**config.mk**
```make
export PLATFORM = sky130hd
export DESIGN_NAME = ofm_drain
export DESIGN_NICKNAME = d
export VERILOG_FILES = /design/src/rtl/ofm_pkg.sv /design/src/rtl/ofm_lane_unpack.sv /design/src/rtl/ofm_drain.sv
export SDC_FILE = /design/constraint.sdc
export NUM_CORES = 1
export LEC_CHECK = 0
export ABC_AREA = 1
export CAP_MARGIN = 30
export CELL_PAD_IN_SITES_DETAIL_PLACEMENT = 1
export CELL_PAD_IN_SITES_GLOBAL_PLACEMENT = 2
export CORE_MARGIN = 8
export CORE_UTILIZATION = 37
export CTS_BUF_LIST = sky130_fd_sc_hd__clkbuf_4 sky130_fd_sc_hd__clkbuf_8 sky130_fd_sc_hd__clkbuf_16
export CTS_CLUSTER_SIZE = 40
export DETAILED_ROUTE_END_ITERATION = 8
export DONT_BUFFER_PORTS = 1
export PLACE_DENSITY_LB_ADDON = 0.1
export SLEW_MARGIN = 20
export SYNTH_ARGS = -nofsm -noshare
export SYNTH_HDL_FRONTEND = slang
export SYNTH_SLANG_ARGS = --single-unit
export TNS_END_PERCENT = 100
```
**constraint.sdc**
```tcl
create_clock -name clk -period 2.4 [get_ports clk]
set_clock_uncertainty 0.15 [all_clocks]
set_input_delay 0.48 -clock clk [delete_from_list [all_inputs] [get_ports clk]]
set_output_delay 0.48 -clock clk [all_outputs]
set_load 0.01 [all_outputs]
```
**src/rtl/ofm_pkg.sv**
```systemverilog
// ofm_pkg: shared definitions for the output feature-map drain.
//   LANES / LANE_W / WORD_W : packed buffer word geometry
//   state_t                 : drain FSM encoding
//   lane_sel()              : extracts one result lane, lane 0 = most significant
package ofm_pkg;

    localparam int LANES  = 4;
    localparam int LANE_W = 16;
    localparam int WORD_W = LANES * LANE_W;

    typedef enum logic [1:0] {
        ST_IDLE  = 2'd0,
        ST_FETCH = 2'd1,
        ST_CAPT  = 2'd2,
        ST_SEND  = 2'd3
    } state_t;

    // Lane 0 sits in the top bits, matching the write-side pack order.
    function automatic logic [LANE_W-1:0] lane_sel(input logic [WORD_W-1:0] w,
                                                   input logic [1:0]        idx);
        return w[(LANES - 1 - int'(idx)) * LANE_W +: LANE_W];
    endfunction

endpackage

```
**src/rtl/ofm_lane_unpack.sv**
```systemverilog
// ofm_lane_unpack: holds the current buffer word and one prefetched word and
// serialises them into LANE_W-bit beats.
//   ld_word   : load ram_dout as the first word of a drain
//   pf_cap    : ram_dout carries prefetched data, capture into pf_q
//   more      : further words still to be read after the word being loaded
//   m_*       : registered valid/ready result stream
//   word_adv  : lane 3 transferred and the prefetched word takes over
//   last_xfer : lane 3 of the final word transferred
module ofm_lane_unpack #(
    parameter int WORD_W = 64,
    parameter int LANE_W = 16
) (
    input  logic              clk,
    input  logic              rst_n,
    input  logic              ld_word,
    input  logic              pf_cap,
    input  logic              more,
    input  logic [WORD_W-1:0] ram_dout,
    input  logic              m_ready,
    output logic              m_valid,
    output logic [LANE_W-1:0] m_data,
    output logic              m_last,
    output logic              word_adv,
    output logic              last_xfer
);
    import ofm_pkg::*;

    logic [WORD_W-1:0] word_q;
    logic [WORD_W-1:0] pf_q;
    logic              pf_vld;
    logic              last_q;   // word_q is the final word of the drain
    logic [1:0]        lane;
    logic              xfer;
    logic              lane_end;

    assign xfer      = m_valid && m_ready;
    assign lane_end  = xfer && (lane == 2'(LANES - 1));
    assign word_adv  = lane_end && pf_vld;
    assign last_xfer = lane_end && !pf_vld;

    always_ff @(posedge clk or negedge rst_n) begin
        if (!rst_n) begin
            word_q  <= '0;
            pf_q    <= '0;
            pf_vld  <= 1'b0;
            last_q  <= 1'b0;
            lane    <= 2'd0;
            m_valid <= 1'b0;
            m_data  <= '0;
            m_last  <= 1'b0;
        end else begin
            if (ld_word) begin
                word_q  <= ram_dout;
                lane    <= 2'd0;
                last_q  <= !more;
                m_valid <= 1'b1;
                m_data  <= lane_sel(ram_dout, 2'd0);
                m_last  <= 1'b0;
            end else if (word_adv) begin
                // Swap in the prefetched word with no bubble.
                word_q  <= pf_q;
                lane    <= 2'd0;
                last_q  <= !more;
                m_data  <= lane_sel(pf_q, 2'd0);
                m_last  <= 1'b0;
            end else if (last_xfer) begin
                m_valid <= 1'b0;
                m_last  <= 1'b0;
                lane    <= 2'd0;
            end else if (xfer) begin
                lane    <= lane + 2'd1;
                m_data  <= lane_sel(word_q, lane + 2'd1);
                m_last  <= last_q && (lane == 2'(LANES - 2));
            end

            if (pf_cap) begin
                pf_q   <= ram_dout;
                pf_vld <= 1'b1;
            end else if (word_adv) begin
                pf_vld <= 1'b0;
            end
        end
    end

endmodule

```
**src/rtl/ofm_drain.sv**
```systemverilog
// ofm_drain: drains packed partial-sum words from the output feature-map
// buffer (read port) and streams them out as single LANE_W results.
//   start/word_count/base_addr : drain request, sampled when idle
//   ram_en/ram_addr/ram_dout   : buffer read port, 1-cycle read latency
//   m_valid/m_ready/m_data/m_last : result stream
//   busy/done                  : drain status, done is a 1-cycle pulse
module ofm_drain #(
    parameter int ADDR_W = 16,
    parameter int WORD_W = 64,
    parameter int LANE_W = 16
) (
    input  logic              clk,
    input  logic              rst_n,
    input  logic              start,
    input  logic [ADDR_W-1:0] word_count,
    input  logic [ADDR_W-1:0] base_addr,
    output logic              ram_en,
    output logic [ADDR_W-1:0] ram_addr,
    input  logic [WORD_W-1:0] ram_dout,
    output logic              m_valid,
    input  logic              m_ready,
    output logic [LANE_W-1:0] m_data,
    output logic              m_last,
    output logic              busy,
    output logic              done
);
    import ofm_pkg::*;

    state_t            state;
    logic [ADDR_W-1:0] rd_ptr;
    logic [ADDR_W-1:0] remain;    // words not yet read
    logic              pf_cap_q;  // prefetch data arrives on ram_dout this cycle
    logic              more;
    logic              ld_word;
    logic              word_adv;
    logic              last_xfer;

    assign more    = (remain != '0);
    assign ld_word = (state == ST_CAPT);

    always_ff @(posedge clk or negedge rst_n) begin
        if (!rst_n) begin
            state    <= ST_IDLE;
            rd_ptr   <= '0;
            remain   <= '0;
            ram_en   <= 1'b0;
            ram_addr <= '0;
            busy     <= 1'b0;
            done     <= 1'b0;
            pf_cap_q <= 1'b0;
        end else begin
            done     <= 1'b0;
            ram_en   <= 1'b0;
            // A read issued while sending is a prefetch; its data lands next cycle.
            pf_cap_q <= ram_en && (state == ST_SEND);
            case (state)
                ST_IDLE: begin
                    if (start) begin
                        if (word_count != '0) begin
                            rd_ptr   <= base_addr;
                            remain   <= word_count;
                            ram_en   <= 1'b1;
                            ram_addr <= base_addr;
                            busy     <= 1'b1;
                            state    <= ST_FETCH;
                        end else begin
                            done <= 1'b1;
                        end
                    end
                end
                ST_FETCH: begin
                    rd_ptr <= rd_ptr + 1'b1;
                    remain <= remain - 1'b1;
                    state  <= ST_CAPT;
                end
                ST_CAPT: begin
                    // First SEND cycle of the first word carries its prefetch.
                    state <= ST_SEND;
                    if (more) begin
                        ram_en   <= 1'b1;
                        ram_addr <= rd_ptr;
                        rd_ptr   <= rd_ptr + 1'b1;
                        remain   <= remain - 1'b1;
                    end
                end
                ST_SEND: begin
                    if (word_adv) begin
                        if (more) begin
                            ram_en   <= 1'b1;
                            ram_addr <= rd_ptr;
                            rd_ptr   <= rd_ptr + 1'b1;
                            remain   <= remain - 1'b1;
                        end
                    end else if (last_xfer) begin
                        state <= ST_IDLE;
                        busy  <= 1'b0;
                        done  <= 1'b1;
                    end
                end
                default: state <= ST_IDLE;
            endcase
        end
    end

    ofm_lane_unpack #(
        .WORD_W (WORD_W),
        .LANE_W (LANE_W)
    ) u_unpack (
        .clk       (clk),
        .rst_n     (rst_n),
        .ld_word   (ld_word),
        .pf_cap    (pf_cap_q),
        .more      (more),
        .ram_dout  (ram_dout),
        .m_ready   (m_ready),
        .m_valid   (m_valid),
        .m_data    (m_data),
        .m_last    (m_last),
        .word_adv  (word_adv),
        .last_xfer (last_xfer)
    );

endmodule

```
==> impl_metrics.ini, run 1 <==
[power]
share_of_total_power_consumed_by_net_switching_pct = 43.3
ir_drop_uv = 604
leakagePower_nw = 5.93
power.internal_mw = 10.4
netSwitchingPower_mw = 7.92
pwr-share-seq_pct = 35.2
pwr_density_cell_mw_per_mm2 = 1480
power.share.combinational_pct = 43.6
p_clk_share_pct = 21.2

[worst_setup_path]
slowest_delay_ns = 0.49
critPathMostFrequentCell = sky130_fd_sc_hd__nand2_2
timing.critical_path.max_delay_family = simple AND/OR/NAND/NOR gates
cp_data_arrival_time_ns = 2.56
setup.worst_path.end_class = register
crit_buf_inv = 2
critPathSlowestCell = sky130_fd_sc_hd__nor2_4
crit_required_ns = 2.72
worst-path-max-fanout = 18
crit_path_start_kind = register
worstPathCellList = ha_1, inv_1, nand2_2, nand3_2, nand2_2, nor2_4, buf_4, nand3_1, nand2_1
timing_worst_setup_path_type = reg -> reg

[flow_run]
timing.max_cap.violations = 0

[timing]
holdWs_ns = -0.505
worst_pin_slew_ns = 0.785
post-route-min-period_ns = 2.24
layout_worst_path_cycle_share_pct = 93.5
rsz_0062_raised_after_global_routing = false
total_negative_slack_ns = 0
finalHoldViolations = 204
final-max-slew-violation-count = 0
timing.slew.headroom_pct = 47.6
setup_viol = 0
max_freq_mhz = 446

[synth]
yosys.area.top_type_share_pct = 49.6
synthTopCellsByArea = sky130_fd_sc_hd__dfrtp_1, sky130_fd_sc_hd__nand2_1, sky130_fd_sc_hd__o21ai_0
synth_ff_type = sky130_fd_sc_hd__dfrtp_1
synth.mux.area_fraction_pct = 0
synthesis.instances = 1328
post_synthesis_compound_gate_area_fraction_pct = 14.1
synth_warnings = 0
area_of_the_mapped_netlist_mm2 = 0.0103
mappedNetlistNets = 1437
synth-seq-cells = 204
post_synth_xor_area_fraction_pct = 0.255
number_of_enable_type_register_cells_in_the_synthesized_netlist = 0
yosys.area_share.simple_pct = 26.0
postSynth.asyncResetShare_pct = 100
synth_top_cell_by_area = sky130_fd_sc_hd__dfrtp_1
yosysSeqAreaShare_pct = 49.6
yosys.cell_types.count = 36
synth_adder_area_share_pct = 1.09
postSynthAreaPerCell_um2 = 7.76
combinational_family_with_the_most_area_after_synthesis = simple AND/OR/NAND/NOR gates

[drt]
wl_per_cell_um = 18.3
route.final.wire_length_um = 32900
avgViaCountPerCell = 4.91
via_count = 8801
ant_nets = 0
post-route-drc-count = 0
drt_first_iter_violations = 491
drt_pass1_iterations = 4

[global_route]
grt_max_degree = 205
grt_pass1_wl_um = 53500
first_global_vias = 9526
antenna_found_initial = 3
grt_use_total_pct = 19.9
residual_overflow_from_global_routing = 0

[placed_design]
gp_congestion = 0.768
placed_area_mm2 = 0.0108
dp_hpwl_um = 21600
dpl.cell_count = 1676
io_buffers = 0

[cts]
postCtsSetupBuffers = 0
post_cts_resize_count = 0
clock_tree.htree_level_count = 1
clock_slew_at_the_register_clock_pins_of_the_worst_setup_and_hold_paths_ns = 0.06
library_cell_used_as_clock_root_buffer = sky130_fd_sc_hd__clkbuf_16
tritoncts.num_buffers = 25
tritoncts = built
cts_hold_repair.buffers = 71
clkLatencyLatePin_ns = 0.53
clkSinkCount = 204
clockBufferDepth = 3

[layout]
num_antenna_cells = 0
post_route_cells_drive_above_1_share_pct = 7.64
layout.cells.non_filler = 1792
commonest_cells_after_routing_fill_and_taps_aside = sky130_fd_sc_hd__nand2_1, sky130_fd_sc_hd__dfrtp_1, sky130_fd_sc_hd__inv_1
finish.net_count = 1506
layout.cell_area.non_filler_mm2 = 0.0123
most_common_cell_after_layout_fill_and_taps_aside = sky130_fd_sc_hd__nand2_1
syn_to_final_growth_pct = 19.7

[floorplan]
floorplan.initialDensity_pct = 37.3
die_w_um = 183
pin_count = 137
rows = 61
floorplan.die.height_um = 183
core_mm2 = 0.0276
die_area_mm2 = 0.0334

[outcome]
run_status = finished, violations left
violated_checks = hold timing

[worst_hold_path]
worst_hold_path_type = in -> async
## state kept, by name, summed over array words and instances (netlist names)
signal            count
rd_ptr               16
busy                  1
pf_cap_q              1
ram_addr             16
u_unpack.word_q      64
u_unpack.pf_vld       1
u_unpack.m_valid      1
ram_en                1
state                 2
u_unpack.lane         2
u_unpack.m_data      16
remain               16
u_unpack.last_q       1
done                  1
u_unpack.m_last       1
u_unpack.pf_q        64
## routing by layer
metal	share of wire, %	wire [um]	track usage, %
met1	44	14500	24.9
met2	48	15800	34.1
met3	5.0	1640	4.35
met4	2.9	953	5.66
met5	0.12	40	0
## power by group through the flow
| stage | clock, mW | combinational, mW | sequential (mW) |
|---|---|---|---|
| 6_report | 3.88 | 7.97 | 6.43 |
| 5_1_grt | 4.13 | 9.24 | 6.65 |
| 4_1_cts | 4.00 | 8.15 | 6.45 |
| 3_5_place_dp | 0 | 7.99 | 6.48 |
| 3_3_place_gp | 0 | 7.80 | 6.45 |
| 2_1_floorplan | 0 | 5.80 | 6.05 |
## path summary, 6_finish.rpt
kind	slack, ns	cells after the start	to	start
max	0.16	9	ram_addr[12]$_DFFE_PN0P_	state[1]$_DFFE_PN0P_
min	-0.51	0	u_unpack.word_q[25]$_DFFE_PN0P_	rst_n
max reg2reg	0.16	9	ram_addr[12]$_DFFE_PN0P_	state[1]$_DFFE_PN0P_
min reg2reg	0.32	2	u_unpack.pf_q[63]$_DFFE_PN0P_	u_unpack.pf_q[63]$_DFFE_PN0P_
max in group asynchronous	2.36	0	pf_cap_q$_DFF_PN0_	rst_n
min in group clk	0.02	4	rd_ptr[7]$_DFFE_PN0P_	base_addr[7]
## stage by stage
step | setup WS [ns] | utilization (%) | hold slack (ns) | power [mW]
2_1_floorplan | 0.301 | - | 0.0344 | 11.9
3_5_place_dp | -0.103 | 39.0 | 0.0436 | 14.5
4_1_cts | 0.124 | 44.6 | -0.530 | 18.6
3_3_place_gp | -0.0398 | 39.0 | 0.0435 | 14.2
5_1_grt | 0.0148 | 44.6 | -0.528 | 20.0
6_report | 0.156 | 44.6 | -0.505 | 18.3
## cell type report
cell class / instances / area (um^2)
clock inverters: 10 / 119
fillers: 3348 / 15300
inverters: 153 / 574
well taps: 378 / 473
repair buffers: 108 / 1050
flip-flops and latches: 204 / 5110
multi-input cells: 905 / 4270
clock buffers: 34 / 731
## logic make-up (layout without fill, tap and decap cells)
| family | Yosys count | after routing |
|---|---|---|
| DFF | 204 | 204 |
| AOI/OAI and AO/OA | 234 | 234 |
| buffers and inverters | 220 | 305 |
| and+or+nand+nor | 658 | 659 |
| adders and majority gates | 9 | 9 |
| xor gates and xnor gates | 3 | 3 |
## synth_stat cells (10+ instances only)
| master | n |
|---|---|
| sky130_fd_sc_hd__o21ai_0 | 112 |
| sky130_fd_sc_hd__o221ai_1 | 15 |
| sky130_fd_sc_hd__nor2_1 | 60 |
| sky130_fd_sc_hd__nand3_1 | 76 |
| sky130_fd_sc_hd__buf_6 | 10 |
| sky130_fd_sc_hd__clkbuf_1 | 34 |
| sky130_fd_sc_hd__inv_1 | 148 |
| sky130_fd_sc_hd__o21ai_1 | 15 |
| sky130_fd_sc_hd__o211ai_1 | 64 |
| sky130_fd_sc_hd__a21boi_0 | 15 |
| sky130_fd_sc_hd__nand2_1 | 492 |
| sky130_fd_sc_hd__dfrtp_1 | 204 |
| sky130_fd_sc_hd__buf_2 | 17 |
(Power assumes the default switching activity.)
==> run 2, diff against run 1 <==
Settings changed: SYNTH_HIERARCHICAL from default to 1.
==> run 2 against run 1 <==
  * The flow still finishes with violations (hold timing)
  * Via count rose by 6.5%
  * Clock-buffer cell count increased by 6
  * Critical path depth unchanged
  * Highest routed layer unchanged
==> impl_metrics.ini, run 2 <==
[synth]
postSynthAreaPerCell_um2 = 7.39
synth.mux.area_fraction_pct = 0
synth_warnings = 6
yosys.cell_types.count = 38
synth_top_cell_by_area = sky130_fd_sc_hd__dfrtp_1
synth_adder_area_share_pct = 1.17
postSynth.asyncResetShare_pct = 100
area_of_the_mapped_netlist_mm2 = 0.0107
yosysSeqAreaShare_pct = 47.8
post_synthesis_compound_gate_area_fraction_pct = 9.28
mappedNetlistNets = 1555
synthTopCellsByArea = sky130_fd_sc_hd__dfrtp_1, sky130_fd_sc_hd__nand2_1, sky130_fd_sc_hd__inv_1
synth-seq-cells = 204
yosys.area.top_type_share_pct = 47.8
combinational_family_with_the_most_area_after_synthesis = simple AND/OR/NAND/NOR gates
number_of_enable_type_register_cells_in_the_synthesized_netlist = 0
synthTopCellsByCount = sky130_fd_sc_hd__nand2_1, sky130_fd_sc_hd__dfrtp_1, sky130_fd_sc_hd__inv_1, sky130_fd_sc_hd__nand3_1, sky130_fd_sc_hd__o21ai_0
yosysMostFrequentCell = sky130_fd_sc_hd__nand2_1
synth_ff_type = sky130_fd_sc_hd__dfrtp_1
synthesis.instances = 1445
yosys.area_share.simple_pct = 32.0
post_synth_xor_area_fraction_pct = 0.492

[floorplan]
core_mm2 = 0.0285
die_area_mm2 = 0.0346
floorplan.die.height_um = 186
rows = 62
die_w_um = 186
floorplan.initialDensity_pct = 37.4
pin_count = 137

[placed_design]
dpl.cell_count = 1789
gp_congestion = 0.788
io_buffers = 0
dp_hpwl_um = 22600
post-place-ws_ns = 0.225

[cts]
clkSinkCount = 204
clkLatencyLatePin_ns = 0.53
tritoncts.num_buffers = 26
clock_tree.htree_level_count = 1
clock_slew_at_the_register_clock_pins_of_the_worst_setup_and_hold_paths_ns = 0.06
clockBufferDepth = 3
library_cell_used_as_clock_root_buffer = sky130_fd_sc_hd__clkbuf_16
tritoncts = built
postCtsSetupBuffers = 0
cts_hold_repair.buffers = 72

[drt]
via_count = 9377
drt_first_iter_violations = 476
post-route-drc-count = 0
avgViaCountPerCell = 4.92
drt_pass1_iterations = 4
route.final.wire_length_um = 34100
wl_per_cell_um = 17.9
ant_nets = 0

[layout]
fillCellCount = 3602
top_regs = u_unpack/pf_q (64), u_unpack/word_q (64)
finalCoreUtilization_pct = 44.2
post_route_cells_drive_above_1_share_pct = 7.62
syn_to_final_growth_pct = 18.1
layout.cells.non_filler = 1907
finish.net_count = 1615
commonest_cells_after_routing_fill_and_taps_aside = sky130_fd_sc_hd__nand2_1, sky130_fd_sc_hd__dfrtp_1, sky130_fd_sc_hd__inv_1
most_common_cell_after_layout_fill_and_taps_aside = sky130_fd_sc_hd__nand2_1

[timing]
post-route-min-period_ns = 2.18
layout_worst_path_cycle_share_pct = 90.9
worst_pin_slew_ns = 0.683
postLayoutSetupSlackWorst_ns = 0.219
finalHoldViolations = 204
holdWs_ns = -0.493
rsz_0062_raised_after_global_routing = true
total_negative_slack_ns = 0
setup_viol = 0
final-max-slew-violation-count = 0
max_freq_mhz = 459
timing.slew.headroom_pct = 54.4

[global_route]
residual_overflow_from_global_routing = 0
grt_use_total_pct = 20.1
antenna_found_initial = 2
grt_pass1_wl_um = 55300
first_global_vias = 10100
grt_max_degree = 205

[power]
pwr_density_cell_mw_per_mm2 = 1500
share_of_total_power_consumed_by_net_switching_pct = 44.1
leakagePower_nw = 6.27
p_clk_share_pct = 20.7
netSwitchingPower_mw = 8.34
power.share.combinational_pct = 45.6
power.internal_mw = 10.6
pwr-share-seq_pct = 33.7
ir_drop_uv = 777

[outcome]
violated_checks = hold timing
run_status = finished, violations left

[worst_hold_path]
worst_hold_path_type = in -> async

[worst_setup_path]
crit_path_start_kind = register
cp_data_arrival_time_ns = 2.49
setup.worst_path.end_class = register
r2r.worst_path.cells = 9
timing_worst_setup_path_type = reg -> reg
crit_required_ns = 2.71
worst-path-max-fanout = 48

[flow_run]
timing.max_cap.violations = 0
run 2: final timing paths:
check	from	to	slack, ns
min in group clk	word_count[10]	remain[10]$_DFFE_PN0P_	0.02
max in group asynchronous	rst_n	u_unpack/word_q[41]$_DFFE_PN0P_	2.08
max	u_unpack/lane[0]$_DFFE_PN0P_	ram_addr[15]$_DFFE_PN0P_	0.22
min	rst_n	remain[11]$_DFFE_PN0P_	-0.49
max reg2reg	u_unpack/lane[0]$_DFFE_PN0P_	ram_addr[15]$_DFFE_PN0P_	0.22
min reg2reg	u_unpack/pf_q[31]$_DFFE_PN0P_	u_unpack/pf_q[31]$_DFFE_PN0P_	0.32
run 2: timing repair:
| action | 4_1_cts | 5_1_grt |
|---|---|---|
| resized for setup | 0 | 0 |
| setup endpoints to repair | 0 | 1 |
| endpoints found under the hold margin | 322 | 204 |
run 2: critical path, stage by stage, from the launching register on:
cell,delay [ns]
sky130_fd_sc_hd__dfrtp_1,0.39
sky130_fd_sc_hd__ha_1,0.27
sky130_fd_sc_hd__nand3_1,0.12
sky130_fd_sc_hd__nor2_2,0.24
sky130_fd_sc_hd__or2_1,0.21
sky130_fd_sc_hd__nand2_4,0.09
sky130_fd_sc_hd__nor2_8,0.13
sky130_fd_sc_hd__buf_12,0.24
sky130_fd_sc_hd__nand3_1,0.16
sky130_fd_sc_hd__nand2_1,0.09
run 2: kinds of logic (layout without fill, tap and decap cells):
group / Yosys count / count (layout)
AND/OR/NAND/NOR: 835 / 835
buffers and inverters: 228 / 305
flip-flops: 204 / 204
AO/OA/AOI/OAI: 162 / 162
adder cells (fa/ha/maj): 10 / 10
XOR/XNOR: 6 / 6
other: 0 / 1
run 2: routing by layer:
metal,up-vias,GRT usage (%),share of wire [%]
li1,4621,-,-
met1,4584,25.8,44
met2,125,34.2,49
met3,43,3.90,4.8
met4,4,4.86,2.0
met5,-,0,0.065
run 2: cell type report:
| class | instances | area, um^2 | share of cell area [%] |
|---|---|---|---|
| Multi-Input combinational cell | 1013 | 4590 | 36.4 |
| Sequential cell | 204 | 5110 | 40.5 |
| Inverter | 158 | 593 | 4.70 |
| Clock buffer | 40 | 811 | 6.42 |
| Tap cell | 384 | 480 | 3.81 |
| Antenna cell | 1 | 2.50 | 0.0198 |
| Clock inverter | 5 | 52.6 | 0.416 |
| Timing Repair Buffer | 102 | 983 | 7.79 |
run 2: power groups by stage:
stage          clock network, mW  logic (mW)  registers [mW]
2_1_floorplan                  0        6.45            6.05
3_3_place_gp                   0        8.45            6.41
3_5_place_dp                   0        8.66            6.44
4_1_cts                     4.04        8.83            6.41
5_1_grt                     4.17        9.99            6.62
6_report                    3.92        8.62            6.38
run 2: per-stage QoR:
stage               cell area [um^2]  hold slack (ns)  power [mW]
global route                   12600           -0.524        20.8
global placement               11000           0.0447        14.9
detailed placement             11000           0.0441        15.1
finish                         12600           -0.493        18.9
CTS                            12600           -0.518        19.3
floorplan                      10700           0.0344        12.5
